--- src/rtl/regfile_uart_pkg.sv ---
// Shared definitions for the ASCII register-file UART protocol: frame byte
// constants, hex/ASCII conversion helpers and the response error code.
package regfile_uart_pkg;

    localparam logic [7:0] SOP  = 8'h3C;  // '<'
    localparam logic [7:0] EQ   = 8'h3D;  // '='
    localparam logic [7:0] REQ  = 8'h3F;  // '?'
    localparam logic [7:0] EOP1 = 8'h2F;  // '/'
    localparam logic [7:0] EOP2 = 8'h3E;  // '>'

    typedef enum logic [1:0] {
        ERR_OK        = 2'd0,
        ERR_TIMEOUT   = 2'd1,
        ERR_MALFORMED = 2'd2,
        ERR_ADDR      = 2'd3
    } rsp_err_t;

    function automatic logic [7:0] hex2ascii(input logic [3:0] nib);
        return (nib < 4'd10) ? (8'h30 + {4'h0, nib}) : (8'h37 + {4'h0, nib});
    endfunction

    // Bit 4 flags a valid digit; lower-case hex is not part of the protocol.
    function automatic logic [4:0] ascii2hex(input logic [7:0] ch);
        logic [4:0] r;
        r = 5'h00;
        if (ch >= 8'h30 && ch <= 8'h39)
            r = {1'b1, ch[3:0]};
        else if (ch >= 8'h41 && ch <= 8'h46)
            r = {1'b1, ch[3:0] + 4'd9};
        return r;
    endfunction

endpackage

--- src/rtl/regfile_uart_rsp_parser.sv ---
// Byte-serial parser for "<AA=DDDD/>" replies. Bytes before the first '<'
// are skipped. done_o/err_o are combinational for the byte being presented,
// so the master can finish in the same cycle the terminating byte arrives.
module regfile_uart_rsp_parser
    import regfile_uart_pkg::*;
(
    input  logic        clk_i,
    input  logic        rst_i,
    input  logic        restart_i,
    input  logic        strb_i,
    input  logic [7:0]  byte_i,
    output logic        done_o,
    output rsp_err_t    err_o,
    output logic [7:0]  addr_o,
    output logic [15:0] data_o
);

    // pos 0 hunts for '<'; 1-2 addr digits; 3 '='; 4-7 data digits; 8 '/'; 9 '>'
    logic [3:0]  pos_q, pos_d;
    logic [7:0]  addr_q, addr_d;
    logic [15:0] data_q, data_d;
    logic [4:0]  hx;
    logic        bad;

    // Next field position and digit accumulation for the presented byte
    always_comb begin
        pos_d  = pos_q;
        addr_d = addr_q;
        data_d = data_q;
        done_o = 1'b0;
        err_o  = ERR_OK;
        bad    = 1'b0;
        hx     = ascii2hex(byte_i);
        if (restart_i) begin
            pos_d = 4'd0;
        end else if (strb_i) begin
            case (pos_q)
                4'd0: if (byte_i == SOP) pos_d = 4'd1;
                4'd1, 4'd2: begin
                    if (hx[4]) addr_d = {addr_q[3:0], hx[3:0]};
                    else       bad = 1'b1;
                end
                4'd3: bad = (byte_i != EQ);
                4'd4, 4'd5, 4'd6, 4'd7: begin
                    if (hx[4]) data_d = {data_q[11:0], hx[3:0]};
                    else       bad = 1'b1;
                end
                4'd8: bad = (byte_i != EOP1);
                4'd9: bad = (byte_i != EOP2);
                default: bad = 1'b1;
            endcase
            if (pos_q != 4'd0)
                pos_d = pos_q + 4'd1;
            if (bad || pos_q == 4'd9) begin
                done_o = 1'b1;
                err_o  = bad ? ERR_MALFORMED : ERR_OK;
                pos_d  = 4'd0;
            end
        end
    end

    // Parser state register
    always_ff @(posedge clk_i) begin
        if (rst_i) begin
            pos_q  <= 4'd0;
            addr_q <= 8'h00;
            data_q <= 16'h0000;
        end else begin
            pos_q  <= pos_d;
            addr_q <= addr_d;
            data_q <= data_d;
        end
    end

    assign addr_o = addr_q;
    assign data_o = data_q;

endmodule

--- src/rtl/regfile_uart_master.sv ---
// Host-side register-file initiator: serialises one read/write command into
// an ASCII frame for the UART TX FIFO and parses the reply from the RX FIFO.
// Build option REGFILE_MASTER_WR_ACK_EN: writes also wait for the slave echo
// and check it against the written data.
//
// state     | meaning
// IDLE      | ready for a command when RX FIFO empty; drains stray RX bytes
// TX_SEND   | push frame byte (holds while TX FIFO full)
// TX_GAP    | idle cycle between TX bytes; decides next phase after last byte
// RX_WAIT   | wait for RX data, timeout counter running
// RX_RD     | RX FIFO read strobe
// RX_CHK    | RX head byte valid, fed to the parser
// DONE      | one-cycle response strobe
module regfile_uart_master
    import regfile_uart_pkg::*;
#(
    parameter int TIMEOUT_CYC = 1152000
)
(
    input  logic        CLK,
    input  logic        RESET,
    input  logic        CMD_VALID,
    output logic        CMD_READY,
    input  logic        CMD_WRITE,
    input  logic [4:0]  CMD_ADDR,
    input  logic [15:0] CMD_WDATA,
    output logic        RSP_VALID,
    output logic [4:0]  RSP_ADDR,
    output logic [15:0] RSP_DATA,
    output logic [1:0]  RSP_ERR,
    input  logic        TX_FIFO_FULL,
    output logic [7:0]  TX_BYTE,
    output logic        TX_FIFO_WR_REQ,
    input  logic [3:0]  RX_FIFO_LEVEL,
    input  logic [7:0]  RX_FIFO_Q,
    output logic        RX_FIFO_RD_REQ
);

`ifdef REGFILE_MASTER_WR_ACK_EN
    localparam bit WR_ACK = 1'b1;
`else
    localparam bit WR_ACK = 1'b0;
`endif

    localparam int CW = $clog2(TIMEOUT_CYC + 1);
    // The transition into DONE uses up one cycle, so loading one less puts
    // RSP_VALID exactly TIMEOUT_CYC cycles after the last TX byte.
    localparam logic [CW-1:0] CNT_LOAD = CW'(TIMEOUT_CYC - 1);

    typedef enum logic [2:0] {
        S_IDLE, S_TX_SEND, S_TX_GAP, S_RX_WAIT, S_RX_RD, S_RX_CHK, S_DONE
    } state_t;

    state_t      state_q, state_d;
    logic [3:0]  idx_q, idx_d;
    logic [CW-1:0] cnt_q, cnt_d;
    logic [4:0]  addr_q, addr_d;
    logic [15:0] wdata_q, wdata_d;
    logic        write_q, write_d;
    logic        drain_q, drain_d;
    logic [4:0]  rsp_addr_q, rsp_addr_d;
    logic [15:0] rsp_data_q, rsp_data_d;
    rsp_err_t    rsp_err_q, rsp_err_d;

    logic [7:0]  frame_byte;
    logic [3:0]  last_idx;
    logic        expire;
    logic        can_accept;
    logic        prs_strb, prs_restart, prs_done;
    rsp_err_t    prs_err;
    logic [7:0]  prs_addr;
    logic [15:0] prs_data;

    regfile_uart_rsp_parser u_parser (
        .clk_i     (CLK),
        .rst_i     (RESET),
        .restart_i (prs_restart),
        .strb_i    (prs_strb),
        .byte_i    (RX_FIFO_Q),
        .done_o    (prs_done),
        .err_o     (prs_err),
        .addr_o    (prs_addr),
        .data_o    (prs_data)
    );

    assign last_idx = write_q ? 4'd9 : 4'd6;
    assign expire   = (cnt_q <= CW'(1));

    // Frame byte selected by the TX index
    always_comb begin
        frame_byte = SOP;
        case (idx_q)
            4'd1: frame_byte = hex2ascii({3'b000, addr_q[4]});
            4'd2: frame_byte = hex2ascii(addr_q[3:0]);
            4'd3: frame_byte = EQ;
            4'd4: frame_byte = write_q ? hex2ascii(wdata_q[15:12]) : REQ;
            4'd5: frame_byte = write_q ? hex2ascii(wdata_q[11:8])  : EOP1;
            4'd6: frame_byte = write_q ? hex2ascii(wdata_q[7:4])   : EOP2;
            4'd7: frame_byte = hex2ascii(wdata_q[3:0]);
            4'd8: frame_byte = EOP1;
            4'd9: frame_byte = EOP2;
            default: frame_byte = SOP;
        endcase
    end

    // Next-state, FIFO handshakes and response capture
    always_comb begin
        state_d        = state_q;
        idx_d          = idx_q;
        cnt_d          = cnt_q;
        addr_d         = addr_q;
        wdata_d        = wdata_q;
        write_d        = write_q;
        drain_d        = 1'b0;
        rsp_addr_d     = rsp_addr_q;
        rsp_data_d     = rsp_data_q;
        rsp_err_d      = rsp_err_q;
        can_accept     = 1'b0;
        CMD_READY      = 1'b0;
        RSP_VALID      = 1'b0;
        TX_BYTE        = 8'h00;
        TX_FIFO_WR_REQ = 1'b0;
        RX_FIFO_RD_REQ = 1'b0;
        prs_strb       = 1'b0;
        prs_restart    = 1'b0;
        case (state_q)
            S_IDLE: begin
                can_accept = (RX_FIFO_LEVEL == 4'd0);
                CMD_READY  = can_accept;
                // Reads are spaced so the FIFO level is current before the next one
                if (RX_FIFO_LEVEL != 4'd0 && !drain_q) begin
                    RX_FIFO_RD_REQ = 1'b1;
                    drain_d        = 1'b1;
                end
                if (CMD_VALID && can_accept) begin
                    addr_d      = CMD_ADDR;
                    wdata_d     = CMD_WDATA;
                    write_d     = CMD_WRITE;
                    idx_d       = 4'd0;
                    prs_restart = 1'b1;
                    state_d     = S_TX_SEND;
                end
            end
            S_TX_SEND: begin
                if (!TX_FIFO_FULL) begin
                    TX_FIFO_WR_REQ = 1'b1;
                    TX_BYTE        = frame_byte;
                    if (idx_q == last_idx)
                        cnt_d = CNT_LOAD;
                    state_d = S_TX_GAP;
                end
            end
            S_TX_GAP: begin
                if (idx_q == last_idx) begin
                    cnt_d = cnt_q - CW'(1);
                    if (write_q && !WR_ACK) begin
                        rsp_data_d = 16'h0000;
                        rsp_err_d  = ERR_OK;
                        state_d    = S_DONE;
                    end else begin
                        state_d = S_RX_WAIT;
                    end
                end else begin
                    idx_d   = idx_q + 4'd1;
                    state_d = S_TX_SEND;
                end
            end
            S_RX_WAIT, S_RX_RD, S_RX_CHK: begin
                cnt_d = cnt_q - CW'(1);
                if (expire) begin
                    rsp_data_d = 16'h0000;
                    rsp_err_d  = ERR_TIMEOUT;
                    state_d    = S_DONE;
                end else if (state_q == S_RX_WAIT) begin
                    if (RX_FIFO_LEVEL != 4'd0)
                        state_d = S_RX_RD;
                end else if (state_q == S_RX_RD) begin
                    RX_FIFO_RD_REQ = 1'b1;
                    state_d        = S_RX_CHK;
                end else begin
                    prs_strb = 1'b1;
                    state_d  = S_RX_WAIT;
                    if (prs_done) begin
                        state_d    = S_DONE;
                        rsp_data_d = 16'h0000;
                        if (prs_err != ERR_OK)
                            rsp_err_d = ERR_MALFORMED;
                        else if (prs_addr != {3'b000, addr_q})
                            rsp_err_d = ERR_ADDR;
                        else if (WR_ACK && write_q && prs_data != wdata_q)
                            rsp_err_d = ERR_MALFORMED;
                        else begin
                            rsp_err_d  = ERR_OK;
                            rsp_data_d = prs_data;
                        end
                    end
                end
            end
            S_DONE: begin
                RSP_VALID = 1'b1;
                state_d   = S_IDLE;
            end
            default: state_d = S_IDLE;
        endcase
        if (state_d == S_DONE && state_q != S_DONE)
            rsp_addr_d = addr_q;
    end

    // State and datapath registers; drain_q resets high so no read fires in the first cycle out of reset
    always_ff @(posedge CLK) begin
        if (RESET) begin
            state_q    <= S_IDLE;
            idx_q      <= 4'd0;
            cnt_q      <= '0;
            addr_q     <= 5'd0;
            wdata_q    <= 16'h0000;
            write_q    <= 1'b0;
            drain_q    <= 1'b1;
            rsp_addr_q <= 5'd0;
            rsp_data_q <= 16'h0000;
            rsp_err_q  <= ERR_OK;
        end else begin
            state_q    <= state_d;
            idx_q      <= idx_d;
            cnt_q      <= cnt_d;
            addr_q     <= addr_d;
            wdata_q    <= wdata_d;
            write_q    <= write_d;
            drain_q    <= drain_d;
            rsp_addr_q <= rsp_addr_d;
            rsp_data_q <= rsp_data_d;
            rsp_err_q  <= rsp_err_d;
        end
    end

    assign RSP_ADDR = rsp_addr_q;
    assign RSP_DATA = rsp_data_q;
    assign RSP_ERR  = rsp_err_q;

endmodule

--- config.mk ---
export PLATFORM = sky130hd
export DESIGN_NAME = regfile_uart_master
export DESIGN_NICKNAME = d
export VERILOG_FILES = /design/src/rtl/regfile_uart_pkg.sv /design/src/rtl/regfile_uart_rsp_parser.sv /design/src/rtl/regfile_uart_master.sv
export SDC_FILE = /design/constraint.sdc
export NUM_CORES = 1
export LEC_CHECK = 0
export ABC_AREA = 1
export CAP_MARGIN = 20
export CORE_MARGIN = 2
export CORE_UTILIZATION = 40
export DETAILED_ROUTE_END_ITERATION = 7
export PLACE_DENSITY = 0.62
export SLEW_MARGIN = 10
export SYNTH_ARGS = -nofsm -noshare
export SYNTH_HDL_FRONTEND = slang
export SYNTH_SLANG_ARGS = --single-unit
--- constraint.sdc ---
create_clock -name CLK -period 2.09 [get_ports CLK]
set_input_delay 0.209 -clock CLK [delete_from_list [all_inputs] [get_ports CLK]]
set_output_delay 0.209 -clock CLK [all_outputs]
set_load 0.02 [all_outputs]
==> results.md <==
Logic synthesis
• 909 — instance count of the mapped netlist
• 5940 um2 — synthesized cell area
• sky130_fd_sc_hd__dfxtp_1 — post-synthesis cell type with the largest combined area
• 966 — Post-Syn Nets
• 34.4% — sequential-to-total area share from yosys stat
• 42 — Yosys cell types
• 102 — post-synthesis register bit count
• 0 — number of warnings printed during yosys synthesis
• sky130_fd_sc_hd__dfxtp_1 (34%), sky130_fd_sc_hd__nand2_1 (12%), sky130_fd_sc_hd__nor2_1 (8.3%) — largest cells by area after synthesis
• 6.53 um2 — Post-Synthesis Mean Instance Area
• 34.4% — post-synth top area share

Setup path
• u_parser.pos_q[0] — worst reg2reg startpoint
• primary output — CP Capture Type
• idx_q[0] — Critical Path Source
• sky130_fd_sc_hd__dfxtp_4 — cell with the biggest individual delay on the critical path
• sky130_fd_sc_hd__buf_4 — most repeated library cell on the critical path
• 1880 ps — Data required, critical path
• 1900 ps — data arrival time of the worst path
• reg -> out — kind of critical path
• buf_4 > ha_4 > inv_4 > nor2_4 > inv_2 > nor3_2 > nor4_2 > a21oi_1 > buf_4 — cells along the critical path
• 370 ps — slowest stage delay, CP
• 4 — CP max FO
• flip-flop — kind of start point of the critical path

Floorplanning
• 44 — Site Rows
• 126 um — die span in y
• 40.8% — Initial Utilization
• 73 — ports placed on the boundary
• 126 um — die width
• 15800 um2 — area enclosed by the die boundary
• 14500 um2 — floorplan core area

Finish
• 1324 — Filler Cell Count
• 8870 um2 — design area
• 0 — number of antenna diodes
• 29.6% — share of final-layout standard cells stronger than drive strength 1
• 1173 — Final nets
• 49.4% — layout overhead on the synthesized area
• 61.0% — post-layout util

Global route
• 21.6% — GR Util All Layers
• 6070 — vias in the first global route
• 0 — number of antenna violations at the first check in global routing
• 42 — largest net degree at the start of global routing
• 0 — total congestion overflow after global routing
• 28.6 mm — global-route wire length before repair

Clocking
• 0 — Hold Buf Count CTS
• 3 — H-tree Lvls
• 9 — total clock buffers created by CTS
• 70 ps — clk slew on worst S/H paths
• sky130_fd_sc_hd__clkbuf_16 — clk root buf
• 2 — worst-case clock buffer depth
• 102 — clock net sink count
• done — CTS tree
• 360 ps — source-to-sink clock delay at the later pin of the worst-skew pair

Detailed routing
• 6520 — via count of the routed design
• 709 um — Routed met3 length
• 8.15 mm — wire length on met1
• 5.00 — average via count per standard cell
• 434 — First DRT Iteration DRCs
• 13.6 um — average wire length per cell after detail routing
• 0 — number of DRC violations after detailed routing
• met4 — highest metal layer with signal wires
• 0 — antenna-violating nets left
• 17.8 mm — routed wire length
• 5 — Initial DRT Pass Iterations
• 8.81 mm — wire length on met2

Power and ir drop
• 0.371 mV — largest voltage drop on the vdd net
• 482 nW/um2 — power density relative to cell area
• 3.80 nW — Leak

Timing
• 0 — Final Hold Viols
• -46.7 ps — setup TNS
• 0 — max-slew violation total from the final report
• 3 — number of failing setup endpoints in the final timing report
• 101% — ratio of final minimum period to clock period
• 219 ps — Hold WS
• 0.473 GHz — max frequency
• 8.50 ps — Final Skew
• 2110 ps — final critical delay including setup and external delays
• true — setup repair after global routing missed its margin
• -22.2 ps — crit path setup slack, layout

Hold path
• in -> reg — worst hold-check path type
• RESET — startpoint of the worst hold path

Flow run
• 0 — reported max-cap violation count

Placement
• -253 ps — pre-CTS setup slack
• 71 — number of port buffers
• 7720 um2 — Placed Area
• 0.896 — weighted congestion at the end of routability-driven global placement
• 12.2 mm — post-detail-place hpwl

Run status
• negative setup slack — violated checks
• complete, but fails checks — outcome

## stage by stage
stage          cells  total power (W)
6_report        1305          0.00427
5_1_grt         1305          0.00446
3_5_place_dp    1264          0.00263
4_1_cts         1293          0.00428
3_3_place_gp    1264          0.00263
2_1_floorplan    909          0.00237
## cells in the final DEF (no fill, tap or decap), types with 10 or more instances in the layout
master,n
sky130_fd_sc_hd__a21oi_1,68
sky130_fd_sc_hd__buf_4,135
sky130_fd_sc_hd__buf_6,17
sky130_fd_sc_hd__clkbuf_16,10
sky130_fd_sc_hd__clkdlybuf4s50_1,59
sky130_fd_sc_hd__dfxtp_1,89
sky130_fd_sc_hd__inv_1,90
sky130_fd_sc_hd__inv_2,24
sky130_fd_sc_hd__nand2_1,165
sky130_fd_sc_hd__nand2_2,27
sky130_fd_sc_hd__nand3_1,41
sky130_fd_sc_hd__nand4_1,26
sky130_fd_sc_hd__nor2_1,118
sky130_fd_sc_hd__nor2_2,11
sky130_fd_sc_hd__o21ai_0,64
sky130_fd_sc_hd__o21ai_1,10
sky130_fd_sc_hd__xor2_1,10
## path summary, 6_finish.rpt
check | to | slack (ps) | cells after the start
max | TX_BYTE[6] | -20 | 9
min | cnt_q[19] | 220 | 2
max reg2reg | RSP_DATA[2] | 10 | 17
min reg2reg | cnt_q[19] | 480 | 2
## what timing repair did
| action | in CTS | in global routing |
|---|---|---|
| pin swaps | 17 | 46 |
| gates cloned | 3 | 1 |
| resized for setup | 97 | 149 |
| endpoints found under the setup margin | 37 | 56 |
| hold endpoints to repair | 0 | 0 |
| buffers inserted | 10 | 11 |
## critical path, delay by kind of cell, from the launching register on
family          cells  cell delay (ps)
compound gates      1              130
fa+ha+maj           1              160
buf+inv             4              460
flops               1              370
simple gates        3              430
## layer usage
layer / vias up / track usage [%]
li1: 3374 / -
met1: 3018 / 28.5
met2: 113 / 37.2
met3: 15 / 4.33
met4: 0 / 3.81
met5: - / 0
## kinds of logic (layout without fill, tap and decap cells)
| family | after synthesis | after routing | share of synthesized area [%] |
|---|---|---|---|
| fa+ha+maj | 19 | 19 | 4.00 |
| buf+inv | 150 | 362 | 10.5 |
| other cells | 1 | 1 | 0.0632 |
| xor+xnor | 11 | 11 | 1.62 |
| flops | 102 | 102 | 34.4 |
| simple gates | 441 | 441 | 32.6 |
| compound gates | 185 | 185 | 16.9 |
## flip-flops by register name, summed over array words and instances (netlist names), 2 cells and up
register         count
RSP_DATA            16
wdata_q             16
idx_q                4
RSP_ADDR             5
state_q              3
u_parser.pos_q       4
u_parser.addr_o      8
cnt_q               21
u_parser.data_o     16
addr_q               5
RSP_ERR              2
## cell usage after synthesis, drive strengths merged
| cell type | count |
|---|---|
| buf | 14 |
| nor3 | 15 |
| or2 | 4 |
| o221ai | 1 |
| xnor2 | 1 |
| a21oi | 76 |
| nor4 | 3 |
| o21a | 2 |
| o211ai | 2 |
| ha | 19 |
| nand3 | 52 |
| clkinv | 1 |
| o31ai | 1 |
| clkbuf | 15 |
| nand4 | 26 |
| conb | 1 |
| a211oi | 2 |
| a41oi | 3 |
| o22ai | 4 |
| inv | 120 |
| nor2 | 138 |
| a311oi | 1 |
| nand2 | 201 |
| nand3b | 2 |
| o21bai | 2 |
| a31oi | 9 |
| o21ai | 82 |
| dfxtp | 102 |
| xor2 | 10 |
## report_power, final
part	leakage (nW)	total (W)	switching, W	internal [W]
logic	2.83	0.000621	0.000344	0.000277
registers	0.831	0.00199	0.0000249	0.00197
clock network	0.140	0.00166	0.000827	0.000832
total	3.80	0.00427	0.00120	0.00307
## area by class of cell
cell class | count | area [um2] | area share [%]
multi-input cells | 657 | 3780 | 42.6
inverters | 121 | 469 | 5.29
repair buffers | 225 | 2040 | 23.0
clock inverters | 6 | 51.3 | 0.579
flip-flops and latches | 102 | 2070 | 23.3
well taps | 184 | 230 | 2.60
clock buffers | 10 | 229 | 2.58
Power figures use the tool's default switching activity.
